<file path="config.mk">
export PLATFORM = sky130hd
export DESIGN_NAME = seq_detector_param
export DESIGN_NICKNAME = d
export VERILOG_FILES = /design/src/rtl/seq_detector_pkg.sv /design/src/rtl/seq_detector_param_shreg.sv /design/src/rtl/seq_detector_param.sv
export SDC_FILE = /design/constraint.sdc
export NUM_CORES = 1
export LEC_CHECK = 0
export CAP_MARGIN = 10
export CORE_AREA = 10 10 97 99
export CTS_CLUSTER_DIAMETER = 200
export DETAILED_ROUTE_END_ITERATION = 12
export DIE_AREA = 0 0 107 109
export PLACE_DENSITY_LB_ADDON = 0.08
export SYNTH_ARGS = -nofsm -noshare
export SYNTH_HDL_FRONTEND = slang
export SYNTH_HIERARCHICAL = 1
export SYNTH_SLANG_ARGS = --single-unit
</file>
<file path="constraint.sdc">
create_clock -name clk -period 3.3 [get_ports clk]
set_input_delay 0.66 -clock clk [delete_from_list [all_inputs] [get_ports clk]]
set_output_delay 0.66 -clock clk [all_outputs]
set_load 0.03 [all_outputs]
</file>
<file path="src/rtl/seq_detector_pkg.sv">
// Shared types and helpers for the parametrised serial pattern detector.
package seq_detector_pkg;

   typedef enum logic [1:0] {
      IDLE = 2'd0,
      HUNT = 2'd1,
      ERR  = 2'd2
   } state_t;

   localparam int unsigned DEF_MAX_LEN = 16;
   localparam int unsigned DEF_CNT_W   = 8;

   // Low `len` bits set; callers slice the result down to the pattern width.
   function automatic logic [31:0] len_mask(input int unsigned len);
      if (len >= 32)
         return '1;
      return (32'd1 << len) - 32'd1;
   endfunction

endpackage

</file>
<file path="src/rtl/seq_detector_param_shreg.sv">
// History shift register with a saturating fill counter.
// Exposes the post-shift history and fill so the caller can evaluate a match
// on the bit being accepted this cycle.
module seq_history_shreg
   import seq_detector_pkg::*;
#(
   parameter int unsigned MAX_LEN = DEF_MAX_LEN,
   parameter int unsigned LEN_W   = $clog2(MAX_LEN + 1)
) (
   input  logic               clk,
   input  logic               rst,
   input  logic               clr,
   input  logic               shift,
   input  logic               din,
   input  logic               fill_clr,
   output logic [MAX_LEN-1:0] hist_nxt,
   output logic [LEN_W-1:0]   fill_nxt
);

   logic [MAX_LEN-1:0] hist_q;
   logic [LEN_W-1:0]   fill_q;

   // Candidate values if the current bit is accepted.
   always_comb begin
      hist_nxt = {hist_q[MAX_LEN-2:0], din};
      fill_nxt = (fill_q == LEN_W'(MAX_LEN)) ? fill_q : fill_q + 1'b1;
   end

   // Shift on accepted bits; fill may be dropped after a non-overlapping match.
   always_ff @(posedge clk) begin
      if (!rst || clr) begin
         hist_q <= '0;
         fill_q <= '0;
      end else if (shift) begin
         hist_q <= hist_nxt;
         fill_q <= fill_clr ? '0 : fill_nxt;
      end
   end

endmodule

</file>
<file path="src/rtl/seq_detector_param.sv">
// Parametrised serial pattern detector with run-time pattern/length load.
// Optional match counter enabled by defining SEQDET_MATCH_CNT_EN.
module seq_detector_param
   import seq_detector_pkg::*;
#(
   parameter int unsigned MAX_LEN = DEF_MAX_LEN,
   parameter int unsigned LEN_W   = $clog2(MAX_LEN + 1),
   parameter int unsigned CNT_W   = DEF_CNT_W
) (
   input  logic               clk,
   input  logic               rst,
   input  logic               in,
   input  logic               in_valid,
   input  logic               cfg_load,
   input  logic [MAX_LEN-1:0] cfg_pattern,
   input  logic [LEN_W-1:0]   cfg_len,
   input  logic               cfg_overlap,
   output logic               find,
   output logic               armed,
   output logic               cfg_err,
   output logic [CNT_W-1:0]   match_count
);

   state_t             state_q, state_d;
   logic [MAX_LEN-1:0] pat_q;
   logic [LEN_W-1:0]   len_q;
   logic               ovl_q;
   logic               find_q;
   logic               cfg_ok;
   logic               shift_en;
   logic               match_d;
   logic               fill_clr;
   logic [MAX_LEN-1:0] mask;
   logic [MAX_LEN-1:0] hist_nxt;
   logic [LEN_W-1:0]   fill_nxt;

   seq_history_shreg #(
      .MAX_LEN (MAX_LEN),
      .LEN_W   (LEN_W)
   ) u_hist (
      .clk      (clk),
      .rst      (rst),
      .clr      (cfg_load),
      .shift    (shift_en),
      .din      (in),
      .fill_clr (fill_clr),
      .hist_nxt (hist_nxt),
      .fill_nxt (fill_nxt)
   );

   // Next state and state-derived outputs.
   always_comb begin
      state_d  = state_q;
      cfg_ok   = (cfg_len != '0) && (cfg_len <= LEN_W'(MAX_LEN));
      if (cfg_load)
         state_d = cfg_ok ? HUNT : ERR;
      armed    = (state_q == HUNT);
      cfg_err  = (state_q == ERR);
      shift_en = (state_q == HUNT) && in_valid && !cfg_load;
   end

   // State register.
   always_ff @(posedge clk) begin
      if (!rst)
         state_q <= IDLE;
      else
         state_q <= state_d;
   end

   // Latched configuration.
   always_ff @(posedge clk) begin
      if (!rst) begin
         pat_q <= '0;
         len_q <= '0;
         ovl_q <= 1'b0;
      end else if (cfg_load) begin
         pat_q <= cfg_pattern;
         len_q <= cfg_len;
         ovl_q <= cfg_overlap;
      end
   end

   // Compare the post-shift history against the masked pattern.
   always_comb begin
      mask     = MAX_LEN'(len_mask(32'(len_q)));
      match_d  = shift_en && (fill_nxt >= len_q) &&
                 (((hist_nxt ^ pat_q) & mask) == '0);
      fill_clr = match_d && !ovl_q;
   end

   // One-cycle registered match pulse.
   always_ff @(posedge clk) begin
      if (!rst)
         find_q <= 1'b0;
      else
         find_q <= match_d;
   end

   assign find = find_q;

`ifdef SEQDET_MATCH_CNT_EN
   logic [CNT_W-1:0] cnt_q;

   // Saturating count, advanced alongside the find pulse it accounts for.
   always_ff @(posedge clk) begin
      if (!rst || cfg_load)
         cnt_q <= '0;
      else if (match_d && (cnt_q != '1))
         cnt_q <= cnt_q + 1'b1;
   end

   assign match_count = cnt_q;
`else
   assign match_count = '0;
`endif

endmodule

</file>
# After elaboration in Yosys (flattened, before gate mapping)
# Index checks and enable logic that the tools add are counted.
# totals
wordCells	32
ff_bits	45
input_bits	27
# classes
reduce_logical	12
n_eq_ne	3
mux	3
n_addsub	2
n_bitwise	2
shift	1
order_cmp	2
# op_table
op	n
16-bit AND	1
16-bit zero test	1
1-bit by 5-bit << shifter with 16-bit output (first input constant)	1
16-bit by 1-bit subtractor with 16-bit output (second input constant)	1
16-bit XOR	1
5-bit 2-to-1 mux	2
1-bit logical AND	6
5-bit by 1-bit adder with 5-bit output (second input constant)	1
5-bit == test (second input constant)	1
5-bit greater-or-equal comparator	1
5-bit less-or-equal comparator (second input constant)	1
5-bit nonzero test	1
1-bit zero test	3
2-bit by 1-bit == test with 1-bit output (second input constant)	1
2-bit == test (second input constant)	1
2-bit 2-to-1 mux	1
1-bit logical OR	1

# Longest topological paths before layout
# depth
word_depth	7
ltp_mapped	14
mapped_depth_nobuf	14

# Hierarchy
# Netlist, hierarchy kept.
# by_module_without_submodules
mod	n_inst	cells_each	area_each_um2	seq_area_each_um2
seq_detector_param	1	186	1705.4	500.5
seq_history_shreg	1	90	872.1	400.4

# Least setup slack after synthesis
# OpenSTA, ideal clock, no wires.
# synth_path
path_type	reg-to-reg
startpoint	reg u_hist.fill_q[0]
endpoint	reg u_hist.fill_q[2]
required_ns	3.229
setup_time_ns	0.071
arrival_ns	2.745
slack_ns	0.484
path_stages_with_launch	15
path_cell_list	dfxtp_1 -> inv_1 -> ha_1 -> nor4bb_4 -> xnor2_1 -> inv_1 -> ha_1 -> nand2b_1 -> a211oi_1 -> o21ai_0 -> nand4_2 -> nor4_2 -> nand2b_1 -> or4b_1 -> a21oi_1
# synth_via
elab_chain_cells	7
elab_cells_between_ends	8
# synth_lines
element	line	rtl
start, declared	seq_detector_param_shreg.sv:21	logic [LEN_W-1:0] fill_q;
start signal, assigned	seq_detector_param_shreg.sv:36	fill_q <= fill_clr ? '0 : fill_nxt;
5-bit by 1-bit adder with 5-bit output / 5-bit == test (equally long branches)	seq_detector_param_shreg.sv:26	fill_nxt = (fill_q == LEN_W'(MAX_LEN)) ? fill_q : fill_q + 1'b1;
5-bit 2-to-1 mux (*)	seq_detector_param_shreg.sv:26	
net fill_nxt[0]	seq_detector_param.sv:35	logic [LEN_W-1:0] fill_nxt;
5-bit greater-or-equal comparator (*)	seq_detector_param.sv:86	match_d = shift_en && (fill_nxt >= len_q) &&
1-bit logical AND (*) (2 in a row)	seq_detector_param.sv:86	
1-bit logical AND (*)	seq_detector_param.sv:88	fill_clr = match_d && !ovl_q;
net fill_clr	seq_detector_param.sv:32	logic fill_clr;
5-bit 2-to-1 mux (*)	seq_detector_param_shreg.sv:36	
# The timed path passes the listed nets; every way through them passes the cells marked *.
# A chain may end at the register's enable or synchronous reset.

# Final worst setup path
# Ends and elaborated chain as after synthesis.

==> results by group <==
Cells and area
  – Most frequent cells in the layout: dfxtp_1 (45), mux2i_1 (39), clkdlybuf4s50_1 (29)
  – Register area: 900.9 sq um
  – Layout cells sized above 1: 0.09508
  – Most common cell after layout, fill and taps aside: dfxtp_1
  – Ant. Diodes: 0
  – Area Growth Syn to Fin: 18.35%
  – Multi-input gate area: 1506 sq um
  – Non-Filler Instances: 407
  – Fin nets: 339
  – # fillers: 793

STA
  – Final hold vios: 0
  – # setup viols final: 0
  – Setup TNS: 0 ns
  – FMAX: 0.3325 GHz
  – Period utilization: 0.9113
  – Setup ws final: 0.2927 ns
  – Fin crit period: 3.007 ns
  – Pins over their slew limit: 0
  – Worst Skew: 0.003841 ns
  – Unrepaired setup endpoints after global routing: false

Synthesis
  – Warnings, synthesis: 6
  – Post-synth ARST share: 0
  – Synth Register Bits: 45
  – Synth Instances: 276
  – Post-synth EDFFs: 0
  – Seq/Total Area, Yosys: 0.3495
  – Avg Inst Size Synth: 9.339 sq um
  – Synth unique cells: 51
  – Mapped cell area: 2577 sq um
  – Main flop type after synthesis: dfxtp_1

Power
  – NetSw: 321.9 uW
  – Sequential Power Share: 0.466
  – Switch share: 0.2615
  – Clock power frac: 0.361
  – Worst VDD drop: 0.1981 mV
  – P per Cell Area: 403.6 nW/um^2
  – Comb pwr share: 0.172
  – Leakage: 1.115 nW
  – P_int: 909.3 uW

Routing
  – Drt first pass iters: 4
  – Routed wire length: 6.008 mm
  – Drt drc: 0
  – WL/cell: 14.76 microns
  – Initial detailed-routing violation count: 54
  – Vias: 1,901
  – Via density: 4.671
  – Final ANT Viol Nets: 0

Global routing
  – First-pass GRT wire length: 9.901 mm
  – GRT overflow: 0
  – Largest net degree at the start of global routing: 27
  – Tot GR Track Use: 0.1059
  – Initial antenna violation count: 0
  – Vias in the first global route: 1,905

Worst setup path
  – Crit path largest cell delay: 0.47 ns
  – CP Cell Sequence: inv_1, ha_1, nor4bb_4, xnor2_1, inv_1, ha_1, nand2b_1, a211oi_1, o21ai_0, nand4_2, nor4_2, nand2b_1, or4b_1, a21oi_1
  – Critical Path Start: u_hist/fill_q[0]
  – Worst EP required: 3.54 ns
  – Critical R2R Capture: u_hist/fill_q[2]
  – Depth of the worst register-to-register path: 14
  – Reg-to-Reg Start: u_hist/fill_q[0]
  – Worst R2R Setup Slack: 0.29 ns
  – Kind of end point of the critical path: flop
  – Crit path kind: reg -> reg
  – CP Launch Type: flop
  – Crit-path max FO: 8
  – Crit path arrival time: 3.24 ns
  – Crit-path slowest cell: or4b_1

Placement
  – Detailed placement HPWL: 4.442 mm
  – Port buffer count: 29
  – Cells after DPL: 399
  – RePlAce Congestion: 0.8197
  – Dpl ws: 0.2252 ns

Clocking
  – Root Buffer: clkbuf_8
  – Setup bufs post-CTS: 0
  – Worst skew pair latency: 0.30 ns
  – Cts-stage hold buffer count: 0
  – CTS max path bufs: 2
  – CTS H-Tree Depth: 2
  – PostCTS Resize Cnt: 0
  – Clock sinks: 45
  – TritonCTS clock tree: built
  – Clock slew at reported path FFs: 0.09 ns
  – Cts bufs inserted: 5

Floorplan
  – Die H: 109 microns
  – Die W: 107 microns
  – Core area: 7527 sq um
  – Area of the die: 11,660 sq um
  – I/O pin count: 38
  – Placement row count: 32
  – Initial Util: 0.3424

Status
  – Status: completed

Min path
  – Hold Path Stages: 2
  – Hold Crit Start: u_hist/hist_q[14]
  – Worst Hold End: u_hist/hist_q[14]
  – HP Class: reg -> reg

Job
  – MaxCap Viol Count: 0
==> per-stage QoR <==
| stage | cell area [sq um] | hold slack (ns) | utilization | total power [mW] |
|---|---|---|---|---|
| after floorplan | 2604 | 0.4817 | - | 0.7380 |
| after global placement | 2930 | 0.4982 | 0.3893 | 0.8006 |
| after detailed placement | 2930 | 0.5092 | 0.3893 | 0.8003 |
| after CTS | 3050 | 0.5316 | 0.4053 | 1.246 |
| after global routing | 3050 | 0.5613 | 0.4053 | 1.299 |
| final | 3050 | 0.5251 | 0.4053 | 1.231 |
==> layer usage <==
layer	track usage	wire length [microns]	up-vias
li1	-	-	994
met3	0.02714	209	7
met4	0.03482	78	0
met2	0.1730	2881	27
met1	0.1332	2839	873
met5	0	0	-
==> sequential cells by signal (all words and copies together) (netlist names) <==
name           flops
u_hist/fill_q      5
find               1
pat_q             16
state_q            2
len_q              5
ovl_q              1
u_hist/hist_q     15
==> cell families after synthesis <==
kind of cell / count (synthesis) / synth area share
DFF: 45 / 0.3495
adders and majority gates: 8 / 0.03884
buffers and inverters: 33 / 0.07621
other: 1 / 0.001455
muxes: 39 / 0.1515
and+or+nand+nor: 87 / 0.2053
xor gates and xnor gates: 22 / 0.07476
AOI/OAI and AO/OA: 41 / 0.1024
==> worst max path at each step <==
stage | end | slack, ns | depth (start not counted)
3_5_place_dp | u_hist/fill_q[2] | 0.23 | 14
6_report | u_hist/fill_q[2] | 0.29 | 14
2_1_floorplan | u_hist/fill_q[2] | 0.48 | 14
4_1_cts | u_hist/fill_q[2] | 0.19 | 14
5_1_grt | u_hist/fill_q[2] | 0.02 | 12
3_3_place_gp | u_hist/fill_q[0] | 0.27 | 9
==> power by group through the flow <==
stage / Clock [mW] / Sequential (mW) / Combinational (mW)
3_3_place_gp: 0 / 0.588 / 0.213
6_report: 0.445 / 0.574 / 0.212
2_1_floorplan: 0 / 0.583 / 0.155
4_1_cts: 0.457 / 0.575 / 0.214
3_5_place_dp: 0 / 0.588 / 0.213
5_1_grt: 0.486 / 0.577 / 0.236
==> Yosys cell counts (all sizes together), types with 3 or more instances <==
cell type | instances | area [sq um]
nand2 | 6 | 22.52
nand4 | 3 | 25.02
xor2 | 5 | 43.79
xnor2 | 17 | 148.9
ha | 8 | 100.1
nor3 | 3 | 15.01
or3 | 3 | 20.02
a22oi | 3 | 22.52
nand2b | 5 | 31.28
nand3 | 5 | 25.02
dfxtp | 45 | 900.9
nor2b | 25 | 163.9
clkbuf | 4 | 15.01
o21ai | 10 | 50.05
o22ai | 3 | 18.77
inv | 8 | 30.03
a21oi | 13 | 65.06
mux2i | 39 | 390.4
nor2 | 23 | 88.84
buf | 21 | 151.4
==> final cells by class <==
class / instances / area share
multi-input cells: 205 / 0.4938
flip-flops and latches: 45 / 0.2953
repair buffers: 39 / 0.1198
well taps: 102 / 0.04184
clock buffers: 6 / 0.02707
clock inverters: 2 / 0.01231
inverters: 8 / 0.009844
==> critical path, delay by kind of cell, from the launching register on <==
kind	cells	cell delay, ns
DFF	1	0.39
buffers and inverters	2	0.14
xor gates and xnor gates	1	0.16
and+or+nand+nor	6	1.32
adders and majority gates	2	0.40
AOI/OAI and AO/OA	3	0.53
No activity file was read; power rests on OpenSTA's default activity.
